--- config.mk ---
export PLATFORM = sky130hd
export DESIGN_NAME = oled_glyph_streamer
export DESIGN_NICKNAME = d
export VERILOG_FILES = /design/src/rtl/oled_glyph_streamer.sv
export SDC_FILE = /design/constraint.sdc
export NUM_CORES = 1
export LEC_CHECK = 0
export ABC_AREA = 1
export CELL_PAD_IN_SITES_DETAIL_PLACEMENT = 1
export CELL_PAD_IN_SITES_GLOBAL_PLACEMENT = 1
export CORE_MARGIN = 8
export CORE_UTILIZATION = 37
export CTS_BUF_LIST = sky130_fd_sc_hd__clkbuf_4
export DETAILED_ROUTE_END_ITERATION = 10
export PLACE_DENSITY = 0.85
export SYNTH_ARGS = -nofsm -noshare
export SYNTH_HDL_FRONTEND = slang
export SYNTH_SLANG_ARGS = --single-unit
--- constraint.sdc ---
create_clock -name sys_clk -period 2 [get_ports sys_clk]
set_input_delay 0.4 -clock sys_clk [delete_from_list [all_inputs] [get_ports sys_clk]]
set_output_delay 0.4 -clock sys_clk [all_outputs]
set_load 0.02 [all_outputs]
--- src/rtl/oled_glyph_streamer.sv ---
// oled_glyph_streamer: frames one font-ROM glyph as page/column commands plus its column bytes.
// Optional feature macro OLED_GLYPH_INVERT_EN adds an 'invert' input that complements data bytes.
module oled_glyph_streamer (
  input  logic       sys_clk,
  input  logic       rst,
  input  logic       start,
  input  logic [5:0] glyph,
  input  logic       wide,
  input  logic [2:0] page,
  input  logic [6:0] col,
`ifdef OLED_GLYPH_INVERT_EN
  input  logic       invert,
`endif
  output logic       busy,
  output logic       done,
  output logic [5:0] font_sel,
  output logic       font_row,
  output logic [8:0] index,
  input  logic [7:0] font_data,
  output logic       out_valid,
  input  logic       out_ready,
  output logic       out_dc,
  output logic [7:0] out_data
);

  typedef enum logic [2:0] {
    IDLE,
    CMD_PAGE,
    CMD_LO,
    CMD_HI,
    FETCH,
    WAIT,
    SEND,
    DONE
  } state_t;

  state_t     state;
  logic       wide_q;
  logic [2:0] page_q;
  logic [6:0] col_q;
  logic [8:0] last_index;
  logic       at_last;
  logic [7:0] data_byte;

  assign last_index = wide_q ? 9'd15 : 9'd7;
  assign at_last    = (index == last_index);

`ifdef OLED_GLYPH_INVERT_EN
  logic inv_q;
  assign data_byte = font_data ^ {8{inv_q}};
`else
  assign data_byte = font_data;
`endif

  // font_row doubles as the glyph half counter; it is already stable for the FETCH address cycle.
  always_ff @(posedge sys_clk or posedge rst) begin
    if (rst) begin
      state     <= IDLE;
      wide_q    <= 1'b0;
      page_q    <= 3'd0;
      col_q     <= 7'd0;
      busy      <= 1'b0;
      done      <= 1'b0;
      font_sel  <= 6'd0;
      font_row  <= 1'b0;
      index     <= 9'd0;
      out_valid <= 1'b0;
      out_dc    <= 1'b0;
      out_data  <= 8'd0;
`ifdef OLED_GLYPH_INVERT_EN
      inv_q     <= 1'b0;
`endif
    end else begin
      done <= 1'b0;
      case (state)
        IDLE: begin
          if (start) begin
            wide_q    <= wide;
            page_q    <= page;
            col_q     <= col;
            font_sel  <= glyph;
            font_row  <= 1'b0;
            index     <= 9'd0;
            busy      <= 1'b1;
            out_valid <= 1'b1;
            out_dc    <= 1'b0;
            out_data  <= {5'b10110, page};
`ifdef OLED_GLYPH_INVERT_EN
            inv_q     <= invert;
`endif
            state     <= CMD_PAGE;
          end
        end
        CMD_PAGE: begin
          if (out_ready) begin
            out_data <= {4'h0, col_q[3:0]};
            state    <= CMD_LO;
          end
        end
        CMD_LO: begin
          if (out_ready) begin
            out_data <= {5'b00010, col_q[6:4]};
            state    <= CMD_HI;
          end
        end
        CMD_HI: begin
          if (out_ready) begin
            out_valid <= 1'b0;
            state     <= FETCH;
          end
        end
        FETCH: begin
          state <= WAIT;
        end
        // The ROM byte for the FETCH address is valid now; capture it so later ROM activity cannot disturb it.
        WAIT: begin
          out_valid <= 1'b1;
          out_dc    <= 1'b1;
          out_data  <= data_byte;
          state     <= SEND;
        end
        SEND: begin
          if (out_ready) begin
            if (at_last && !font_row) begin
              font_row <= 1'b1;
              index    <= 9'd0;
              out_dc   <= 1'b0;
              out_data <= {5'b10110, 3'(page_q + 3'd1)};
              state    <= CMD_PAGE;
            end else if (at_last) begin
              out_valid <= 1'b0;
              out_dc    <= 1'b0;
              busy      <= 1'b0;
              done      <= 1'b1;
              state     <= DONE;
            end else begin
              index     <= index + 9'd1;
              out_valid <= 1'b0;
              state     <= FETCH;
            end
          end
        end
        DONE: begin
          state <= IDLE;
        end
        default: begin
          state <= IDLE;
        end
      endcase
    end
  end

endmodule

=== Yosys cells after proc, flatten, opt, wreduce, memory -nomap -nowiden ===
Index checks and enable logic that the tools add are counted.

* Memories kept: 0
* Bits in read-only memories: 0
* Word-level logic and storage cells: 87
* RAM bits: 0
* Flip-flop bits (word level): 42
* Bits in latches: 0

* Bitwise gates (word level): 0
* Order comparisons: 0
* Multipliers: 0
* Equal/unequal tests: 18
* Divide/modulo/power cells: 0
* Shifts and indexed selects: 0
* Reductions and logical operators: 15
* Muxes and demuxes: 40
* Add/sub/neg operators: 2

{| class="wikitable"
|+ Operators with widths
! cell !! number
|-
| $mux W8 || 5
|-
| $pmux W8 S5 || 1
|-
| $mux W9 || 4
|-
| $pmux W3 S8 || 1
|-
| $mux W3 || 6
|-
| $pmux W9 S2 || 1
|-
| $mux W1 || 16
|-
| $ne A2 B2 Y1 const B || 8
|-
| $reduce_and A5 Y1 || 3
|-
| $eq A3 B3 Y1 const B || 4
|-
| $reduce_and A4 Y1 || 3
|-
| $add A9 B1 Y9 const B || 1
|-
| $eq A9 B4 Y1 || 1
|-
| $eq A3 B2 Y1 const B || 2
|-
| $ne A3 B3 Y1 const B || 2
|-
| $reduce_and A6 Y1 || 1
|-
| $reduce_bool A5 Y1 || 1
|-
| $mux W4 || 1
|-
| $pmux W1 S2 || 2
|-
| $pmux W1 S4 || 1
|-
| $reduce_bool A4 Y1 || 1
|-
| $add A3 B1 Y3 const B || 1
|-
| $eq A3 B1 Y1 const B || 1
|-
| $logic_not A3 Y1 || 1
|-
| 7 further kinds || 7
|}

=== Longest topological paths before layout ===
Gate-level depths: netlist of the first run.

* Word-level depth: 6
* Gate-level depth with buffers: 10
* Mapped depth without buffers: 10

=== Least setup slack after synthesis of the first run ===
No wires, ideal clock.

* Path kind: register to register
* Start point: register index[0]
* End point: register out_data[0]
* Cell stages (with the launch flop): 11
* Arrival: 1.505 ns
* Setup slack: 0.378 ns
* Cell sequence: dfrtp_1 -> ha_1 -> nand2_1 -> inv_2 -> nand2_1 -> nor2_4 -> nand3_2 -> nand2_2 -> nand2_4 -> nand2_1 -> nand2_1

* Cells in the longest elaborated chain, start to end: 4

{| class="wikitable"
|+ Ends and longest elaborated chain
! element !! line !! source
|-
| start, declared || 18 || <nowiki>output logic [8:0] index,</nowiki>
|-
| start signal, assigned || 137 || <nowiki>index <= index + 9'd1;</nowiki>
|-
| $eq A9 B4 Y1 || 46 || <nowiki>assign at_last = (index == last_index);</nowiki>
|-
| $logic_and A1 B1 Y1 || 124 || <nowiki>if (at_last && !font_row) begin</nowiki>
|-
| $ne A2 B2 Y1 (no line) || - ||
|-
| $reduce_and A6 Y1 (no line) || - ||
|-
| end signal, assigned || 87 || <nowiki>out_data <= {5'b10110, page};</nowiki>
|-
| end signal, assigned || 119 || <nowiki>out_data <= data_byte;</nowiki>
|-
| end signal, assigned || 128 || <nowiki>out_data <= {5'b10110, 3'(page_q + 3'd1)};</nowiki>
|-
| end, declared || 23 || <nowiki>output logic [7:0] out_data</nowiki>
|}

Every way passes these cells.
A chain may end at the register's enable or synchronous reset.

=== Final worst setup path of the first run ===
* Start point: register index[6]
* End point: output index[6]

No word-level cell between the ends.

==> impl_results.md, run 1 <==
- Worst rel slew slack: 67.4%
- Max clock buf depth: 2
- WP buf/inv: 1
- Initial DRC Count: 58
- CTS tree: built
- Worst-Margin Slew: just under 0.5 ns
- Leakage: roughly 1.4 nW
- Class of the most critical setup path: register to output pin
- Max stage delay cell, worst path: clkdlybuf4s50_1
- Fillcell total: 730
- WP data required: roughly 1.6 ns
- Die area: 8950 sq um
- Worst skew pair latency: roughly 0.35 ns
- DRT antenna net count: 0
- Layout net count: approximately 370
- Ys flop type: dfrtp_1
- Register area share after synthesis: 46.0%
- Postcts setup bufs: 0
- Crit path capture type: output pin
- CP cell instances: clkdlybuf4s50_1
- Antenna cells: 0
- R2R Path End: out_data[3]
- Synth area leaders: dfrtp_1, nand2_1, nand3_1, mux2_4, nor2_1
- Placed Cells: between 400 and 500
- Via count: 2020
- Worst path max stage delay: roughly 0.65 ns
- P&R area growth vs syn: 33.0%
- CORE AREA: a little under 6000 sq um
- Synth unique cells: 28
- Synth Net Count: roughly 310
- Final hold vios: 0
- RSZ-0062 raised after global routing: no
- Worst min-delay path category: primary input to async pin
- Chip width: about 95 um
- Post-CTS Hold Fix Bufs: 0
- Outcome: complete, no violations
- Cell type with the largest total area after synthesis: dfrtp_1
- Htree depth: 2
- Reg2reg path depth: 10
- CP max FO: 7
- PD cells: ~1400 nW/um^2
- Crit path capture: index[6]
- Clock skew: about 0.016 ns
- First-pass GRT wire length: between 10000 and 15000 um
- Setup TNS: 0 ns
- GRT overflow: 0
- Routed vias/inst: between 4 and 5
- Post-Route WL: just over 6000 um
- Reg2reg start: index[0]
- Routed len/inst: around 15 um
- Maximum number of pins on one net before global-route repair: 43
- Fmax: between 500 and 600 MHz
- Syn_area_per_cell: 8.22 sq um
- Layout Cells excl Fill: ~420
- Detail Placement HPWL: ~4800 um
- Critical Path Stages: 1
- Area of the multi-input gates: 1090 sq um
- Number of I/O pins: 57
- Row cnt: 28
- Total Power: around 4.2 mW
- Final Setup Violations: 0
- Top cell type's share of synthesized area: between 40% and 50%
- Antenna violations before repair: 0
- Final min period: between 1.5 and 2 ns
- Layout cells sized above 1: 15.5%
- Post-synthesis cell count: 278
- Post-Syn Area: 2290 sq um
- Cell family with most CP delay: buffers and inverters
- Chip height: 94.6 um
- Slew Viols, Final: 0
- Pre-antenna DRT Iters: 4
- TritonCTS Buffers: 5
- IO buf count: 56
- Routability cong.: about 0.82
- CTS sink count: 42
- EDFF count, synth: 0
- Max-Cap Viols: 0
- Asr flop ratio synth: 100%
- Resized cells post-CTS: 1
- Crit start category: register
- Setup WS pre-CTS: 0.182 ns
- Worst R2R Setup Slack: between 0.2 and 0.25 ns
- Crit share post-route: a little over nine tenths
- Starting Density: a little under two fifths
- Ys Warns: 0
- Register area: between 1000 and 1500 sq um
- DRC: 0
- Flop and latch count out of synthesis: 42
- Vias in the first global route: roughly 2.1k
- Worst-path clk slew: approximately 0.14 ns
- Worst Slack Setup Final: ~0.097 ns
- Arr. time, crit path: about 1.5 ns
- Gr usage total: ~14%
- IR drop worst, VDD: 0.672 mV
- Worst Setup SP: index[6]
- Root buf cell: clkbuf_4
[flip-flops by register name, summed over array words and instances, names as in the netlist]
name / count
font_sel: 6
index: 9
font_row: 1
busy: 1
out_data: 8
done: 1
wide_q: 1
state: 3
out_dc: 1
page_q: 3
col_q: 7
out_valid: 1
[metal layers]
layer,GRT usage [%],wire [um]
met2,24.9,3200
met4,3.51,40
met3,3.17,229
met5,0,0
met1,18.0,2760
[cells in the mapped netlist (3+ instances only)]
cell type,n
o21ai_1,5
o21ai_2,5
inv_2,9
nand4_1,7
buf_2,4
a21oi_1,8
dfrtp_1,42
mux2_4,7
o21ai_0,4
nand2_1,91
nand2_2,5
nand3_1,22
xor2_1,3
mux2_1,4
nor2_1,26
inv_1,18
nor2_4,3
[placed cells by master (no fill, tap or decap), drive strengths merged]
master         count
nor2              31
o21bai             1
nand2             98
xor2               3
a21oi              9
bufinv             1
mux2              11
buf                6
dfrtp             42
clkbuf             6
nand4              7
nor3               1
clkinvlp           1
inv               27
ha                 2
nand3             24
o21ai             14
clkdlybuf4s50     56
or2                1
nand3b             1
[where the power goes]
part           internal [mW]  leakage [nW]  total [mW]  switching (mW)
Sequential              1.17         0.520        1.40           0.228
Clock                  0.277        0.0419       0.568           0.291
Combinational          0.925         0.875        2.21            1.28
Total                   2.38          1.44        4.18            1.80
[cell families (layout without fill, tap and decap cells)]
kind of cell | count (synthesis) | in the layout | synth area share, %
adders and majority gates | 2 | 2 | 1.09
AOI/OAI and AO/OA | 24 | 24 | 6.35
muxes | 11 | 11 | 6.57
and+or+nand+nor | 163 | 163 | 32.6
xor gates and xnor gates | 3 | 3 | 1.15
DFF | 42 | 42 | 46.0
buffers and inverters | 33 | 97 | 6.29
[layout make-up]
| class | instances | area share [%] |
|---|---|---|
| clock inverters | 2 | 1.24 |
| clock buffers | 6 | 1.48 |
| inverters | 27 | 3.33 |
| flip-flops and latches | 42 | 34.6 |
| multi-input cells | 203 | 35.9 |
| repair buffers | 62 | 20.3 |
| well taps | 75 | 3.09 |
[worst min path at each step]
stage,end,from,cells past startpoint,slack (ns)
after global routing,col_q[3],rst,3,0.40
after global placement,out_dc,out_dc,2,0.45
final,font_sel[5],rst,3,0.40
after detailed placement,out_data[4],out_data[4],2,0.46
after CTS,col_q[5],rst,3,0.39
after floorplan,col_q[1],col_q[1],1,0.46
[per-stage QoR]
stage / util (%) / area [sq um] / hold WS [ns]
2_1_floorplan: - / 2290 / 0.465
3_3_place_gp: 49.6 / 2960 / 0.455
3_5_place_dp: 49.6 / 2960 / 0.460
4_1_cts: 51.0 / 3040 / 0.389
5_1_grt: 51.0 / 3040 / 0.404
6_report: 51.0 / 3040 / 0.397
(Power assumes the default switching activity.)
==> run 2: changes to the inputs <==
MAX_ROUTING_LAYER = met4   (was default)
TNS_END_PERCENT = 20   (was default)
==> run 2 against run 1 <==
Compared with the run above: sequential cell count unchanged; die area stayed put; non-clock buffer count stayed put; fmax is 0.62% higher; first-iteration DRC count is 10% lower; setup slack improved by 0.012 ns; combinational power about the same; critical path depth is the same; sequential power is essentially flat; register-to-register slack about the same; critical path type unchanged; critical endpoint unchanged; largest cell class unchanged.
==> impl_results.md, run 2 (synthesized netlist as in run 1, its figures left out) <==
- Outcome: complete, no violations
- Max stage delay cell, worst path: clkdlybuf4s50_1
- Reg2reg start: index[0]
- Commonest non-fill, non-tap cell in the layout: nand2_1
- Routability cong.: 0.833 (+1.5%)
- Vias in the first global route: 2117 (-0.28%)
- IR drop worst, VDD: 0.673 mV (+0.16%)
- DRC: 0 (unchanged)
- Pre-antenna DRT Iters: 4 (unchanged)
- Worst rel slew slack: 67.6% (+0.24 points)
- RSZ-0062 raised after global routing: no
- Largest Register: index
- Gr usage total: 14.9% (+0.48 points)
- DRT antenna net count: 0 (unchanged)
- Layout cells sized above 1: 15.5% (unchanged)
- Via count: 2016 (-0.20%)
- Cell family with most CP delay: buffers and inverters
- Antenna violations before repair: 0 (unchanged)
- Crit share post-route: 94.6% (-0.59 points)
- First-pass GRT wire length: 10400 um (+0.19%)
- Fmax: 529 MHz (+0.62%)
- Maximum number of pins on one net before global-route repair: 43 (unchanged)
- Chip width: 94.6 um (unchanged)
- WP buf/inv: 1 (unchanged)
- TritonCTS Buffers: 5 (unchanged)
- Fillcell total: 730 (unchanged)
- Worst-Margin Slew: 0.484 ns (-0.00361 ns)
- Biggest regs: index x9, out_data x8, col_q x7
- Routed vias/inst: 4.83 (-0.20%)
- Max-Cap Viols: 0 (unchanged)
- IO buf count: 56 (unchanged)
- Chip height: 94.6 um (unchanged)
- Die area: 8950 sq um (unchanged)
- Arr. time, crit path: 1.49 ns (about the same)
- Worst Slack Setup Final: 0.109 ns (+0.0118 ns)
- Worst skew pair latency: 0.35 ns (about the same)
- Setup WS pre-CTS: 0.182 ns (unchanged)
- Worst path max stage delay: 0.65 ns (about the same)
- Antenna cells: 0 (unchanged)
- Max clock buf depth: 2 (unchanged)
- Worst-path clk slew: 0.13 ns (about the same)
- Crit path capture type: output pin
- PD cells: 1370 nW/um^2 (about the same)
- Root buf cell: clkbuf_4
- Layout Cells excl Fill: 417 (unchanged)
- Reg2reg path depth: 10 (unchanged)
- Worst Setup SP: index[6]
- Htree depth: 2 (unchanged)
- GRT overflow: 0 (unchanged)
- Layout net count: 372 (unchanged)
- P&R area growth vs syn: 33.0% (unchanged)
- CP max FO: 7 (unchanged)
- Commonest non-fill, non-tap cells in the layout: nand2_1, clkdlybuf4s50_1, dfrtp_1
- Starting Density: 38.4% (unchanged)
- Row cnt: 28 (unchanged)
- Crit path capture: index[6]
- R2R Path End: out_data[3]
- Crit start category: register
- CTS tree: built
- CTS sink count: 42 (unchanged)
- Clock skew: 0.0164 ns (-0.0000308 ns)
- WP data required: 1.60 ns (about the same)
- Cell area after placement: 2960 sq um (unchanged)
- Routed len/inst: 14.9 um (-0.24%)
- Post-Route WL: 6210 um (-0.24%)
- Detail Placement HPWL: 4840 um (unchanged)
- Postcts setup bufs: 0 (unchanged)
- CP cell instances: clkdlybuf4s50_1
- Critical Path Stages: 1 (unchanged)
- Worst min-delay path category: primary input to async pin
- Final min period: 1.89 ns (-0.0118 ns)
- Number of I/O pins: 57 (unchanged)
- Class of the most critical setup path: register to output pin
- Placed Cells: 409 (unchanged)
- Leakage: 1.44 nW (unchanged)
- Initial DRC Count: 52 (-10%)
- Worst R2R Setup Slack: 0.23 ns (about the same)
- Total Power: 4.17 mW (about the same)
- Max FFs per register: 9 (unchanged)
- Final Instance Area: 3040 sq um (unchanged)
- Slew Viols, Final: 0 (unchanged)
- CORE AREA: 5960 sq um (unchanged)
- Final hold vios: 0 (unchanged)
- Setup TNS: 0 ns (unchanged)
- Final Setup Violations: 0 (unchanged)
==> run 2: metrics by stage <==
stage / util, % / hold WS [ns]
floorplan: - / 0.465
global placement: 49.6 / 0.455
detailed placement: 49.6 / 0.460
CTS: 51.0 / 0.389
global route: 51.0 / 0.403
finish: 51.0 / 0.397
==> run 2: worst min path at each step <==
stage                      startpoint           to  slack [ns]  cells past startpoint
after floorplan              col_q[1]     col_q[1]        0.46                      1
after detailed placement  out_data[4]  out_data[4]        0.46                      2
final                             rst  font_sel[5]        0.40                      3
after CTS                         rst     col_q[5]        0.39                      3
after global routing              rst     col_q[5]        0.40                      3
after global placement         out_dc       out_dc        0.45                      2
==> run 2: area by class of cell <==
type | instances | area (sq um) | area share [%]
Clock buffer | 6 | 45.0 | 1.48
Clock inverter | 2 | 37.5 | 1.24
Inverter | 27 | 101 | 3.33
Multi-Input combinational cell | 203 | 1090 | 35.9
Sequential cell | 42 | 1050 | 34.6
Tap cell | 75 | 93.8 | 3.09
Timing Repair Buffer | 62 | 618 | 20.3
==> run 2: power breakdown <==
| group | internal, mW | leakage (nW) | switching [mW] |
|---|---|---|---|
| Sequential | 1.17 | 0.520 | 0.229 |
| Clock | 0.277 | 0.0419 | 0.283 |
| Combinational | 0.925 | 0.875 | 1.28 |
==> run 2: metal layers <==
metal | GRT usage [%] | vias up | wire length [um]
li1 | - | 1017 | -
met1 | 18.2 | 960 | 2760
met2 | 24.9 | 35 | 3170
met3 | 2.86 | 4 | 223
met4 | 3.51 | 0 | 56
met5 | - | - | 0
==> run 2: timing repair <==
| item | CTS | global route |
|---|---|---|
| hold buffers | 0 | 0 |
| gates resized for setup | 1 | 0 |
| setup endpoints to repair | 1 | 0 |
==> run 3: changes to the inputs <==
CORE_MARGIN = default   (was 8)
==> run 3 against run 2 <==
Compared with the run above: cell count shrank 0.72%; clock power shrank 2%; highest routed layer unchanged; global-route usage grew 6.2 points; utilization shrank 0.38 points; count of clock-buffer cells in the layout shrank 1; sequential power is essentially flat.
==> impl_results.md, run 3 (synthesized netlist as in run 1, its figures left out) <==
- Chip width: 80.6 um (-15%)
- CP max FO: 8 (+1)
- Starting Density: 38.4% (unchanged)
- DR WL met2: 3110 um (-2.0%)
- Gr usage total: 21.1% (+6.2 points)
- CTS tree: built
- Commonest non-fill, non-tap cells in the layout: nand2_1, clkdlybuf4s50_1, dfrtp_1
- WP buf/inv: 1 (unchanged)
- Fmax: 531 MHz (+0.41%)
- DRC: 0 (unchanged)
- Max clock buf depth: 2 (unchanged)
- Worst Setup SP: index[5]
- Top Metal Used: met4
- Crit path capture type: output pin
- First-pass GRT wire length: 10200 um (-2.3%)
- Final Setup Violations: 0 (unchanged)
- Pre-antenna DRT Iters: 4 (unchanged)
- Biggest regs: index x9, out_data x8, col_q x7
- TritonCTS Buffers: 5 (unchanged)
- Fillcell total: 711 (-2.6%)
- Slew Viols, Final: 0 (unchanged)
- Htree depth: 2 (unchanged)
- Class of the most critical setup path: register to output pin
- Max FFs per register: 9 (unchanged)
- DRT antenna net count: 0 (unchanged)
- WP data required: 1.60 ns (about the same)
- PD cells: 1390 nW/um^2 (+1.1%)
- IO buf count: 56 (unchanged)
- Crit path capture: index[5]
- Worst min-delay path category: primary input to async pin
- Maximum number of pins on one net before global-route repair: 43 (unchanged)
- Critical Path Stages: 1 (unchanged)
- Reg2reg path depth: 10 (unchanged)
- Crit share post-route: 94.2% (-0.38 points)
- Largest Register: index
- Arr. time, crit path: 1.48 ns (about the same)
- GRT overflow: 0 (unchanged)
- Routability cong.: 0.875 (+5.1%)
- Reg2reg start: index[0]
- Routed len/inst: 14.8 um (-0.86%)
- P&R area growth vs syn: 32.0%
- Final min period: 1.88 ns (-0.00770 ns)
- Outcome: complete, no violations
- Worst-Margin Slew: 0.546 ns (+0.0615 ns)
- Initial DRC Count: 91 (+75%)
- Via count: 2065 (+2.4%)
- Worst R2R Setup Slack: 0.26 ns (+0.03 ns)
- Setup TNS: 0 ns (unchanged)
- Layout Cells excl Fill: 414 (-0.72%)
- Antenna cells: 0 (unchanged)
- Clock skew: 0.00792 ns (-0.00845 ns)
- Routed vias/inst: 4.99 (+3.2%)
- Row cnt: 28 (unchanged)
- RSZ-0062 raised after global routing: no
- Die area: 6500 sq um (-27%)
- IR drop worst, VDD: 0.660 mV (-1.9%)
- Cell family with most CP delay: buffers and inverters
- Worst-path clk slew: 0.12 ns (about the same)
- Placed Cells: 406 (-0.73%)
- Routed length on met1: 2790 um (+1.1%)
- Chip height: 80.6 um (-15%)
- Worst skew pair latency: 0.35 ns (about the same)
- Layout net count: 369 (-0.81%)
- Antenna violations before repair: 0 (unchanged)
- Final hold vios: 0 (unchanged)
- R2R Path End: out_data[4]
- Leakage: 1.43 nW (-0.58%)
- Max stage delay cell, worst path: clkdlybuf4s50_1
- Post-Route WL: 6110 um (-1.6%)
- Max-Cap Viols: 0 (unchanged)
- Met3 wire len: 174 um (-22%)
- Commonest non-fill, non-tap cell in the layout: nand2_1
- CP cell instances: clkdlybuf4s50_1
- CORE AREA: 5960 sq um (unchanged)
- Root buf cell: clkbuf_4
- Crit start category: register
- Worst rel slew slack: 63.6% (-4.0 points)
- Worst path max stage delay: 0.65 ns (about the same)
- Layout cells sized above 1: 14.7% (-0.75 points)
- Vias in the first global route: 2132 (+0.71%)
- Detail Placement HPWL: 4580 um (-5.4%)
- CTS sink count: 42 (unchanged)
- Number of I/O pins: 57 (unchanged)
-- run 3: cell count changes in the layout (fill, tap and decap cells not counted), sizes merged --
cell,before,now
buf,6,3
clkinv,0,2
clkbuf,6,5
clkinvlp,1,0
-- run 3: worst min-delay path by stage --
stage / from / endpoint / slack, ns / depth (start not counted)
floorplan: col_q[1] / col_q[1] / 0.46 / 1
global placement: out_data[4] / out_data[4] / 0.46 / 2
detailed placement: busy / busy / 0.47 / 2
CTS: rst / font_sel[3] / 0.48 / 3
global route: rst / col_q[1] / 0.51 / 3
finish: rst / index[1] / 0.46 / 3
-- run 3: power breakdown --
part | switching (mW) | internal, mW | total, mW
combinational | 1.31 | 0.916 | 2.22
clock | 0.290 | 0.259 | 0.549
sequential | 0.240 | 1.17 | 1.41
total | 1.84 | 2.35 | 4.19
-- run 3: metal layers --
metal  vias up  global-route usage, %
met1      1017                   26.5
met5         -                      -
met3         2                   3.64
li1       1013                      -
met4         0                   5.36
met2        33                   35.2
-- run 3: per-stage QoR --
step	utilization [%]	area [sq um]	hold WS, ns	power (mW)	setup slack, ns
2_1_floorplan	-	2290	0.465	2.86	0.378
3_3_place_gp	49.2	2930	0.457	3.53	0.258
3_5_place_dp	49.2	2930	0.467	3.65	0.167
4_1_cts	50.5	3010	0.483	4.22	0.00635
5_1_grt	50.7	3020	0.511	4.52	0.0443
6_report	50.7	3020	0.464	4.19	0.116
-- run 3: area by class of cell --
cell class / count / area, sq um / share of cell area (%)
sequential: 42 / 1050 / 34.9
clock buffer: 5 / 37.5 / 1.24
inverter: 27 / 101 / 3.36
timing repair buffer: 59 / 596 / 19.7
tap: 75 / 93.8 / 3.11
clock inverter: 3 / 40.0 / 1.33
multi-input combinational: 203 / 1100 / 36.3
-- run 3: worst min-delay path, delay by kind of cell --
| family | cells | cell delay (ns) |
|---|---|---|
| buffers and inverters | 3 | 0.88 |
-- run 3: what timing repair did --
item / 4_1_cts / 5_1_grt
setup buffers: 0 / 0
hold buffers: 0 / 0
gates resized for setup: 0 / 2
endpoints found under the setup margin: 0 / 2
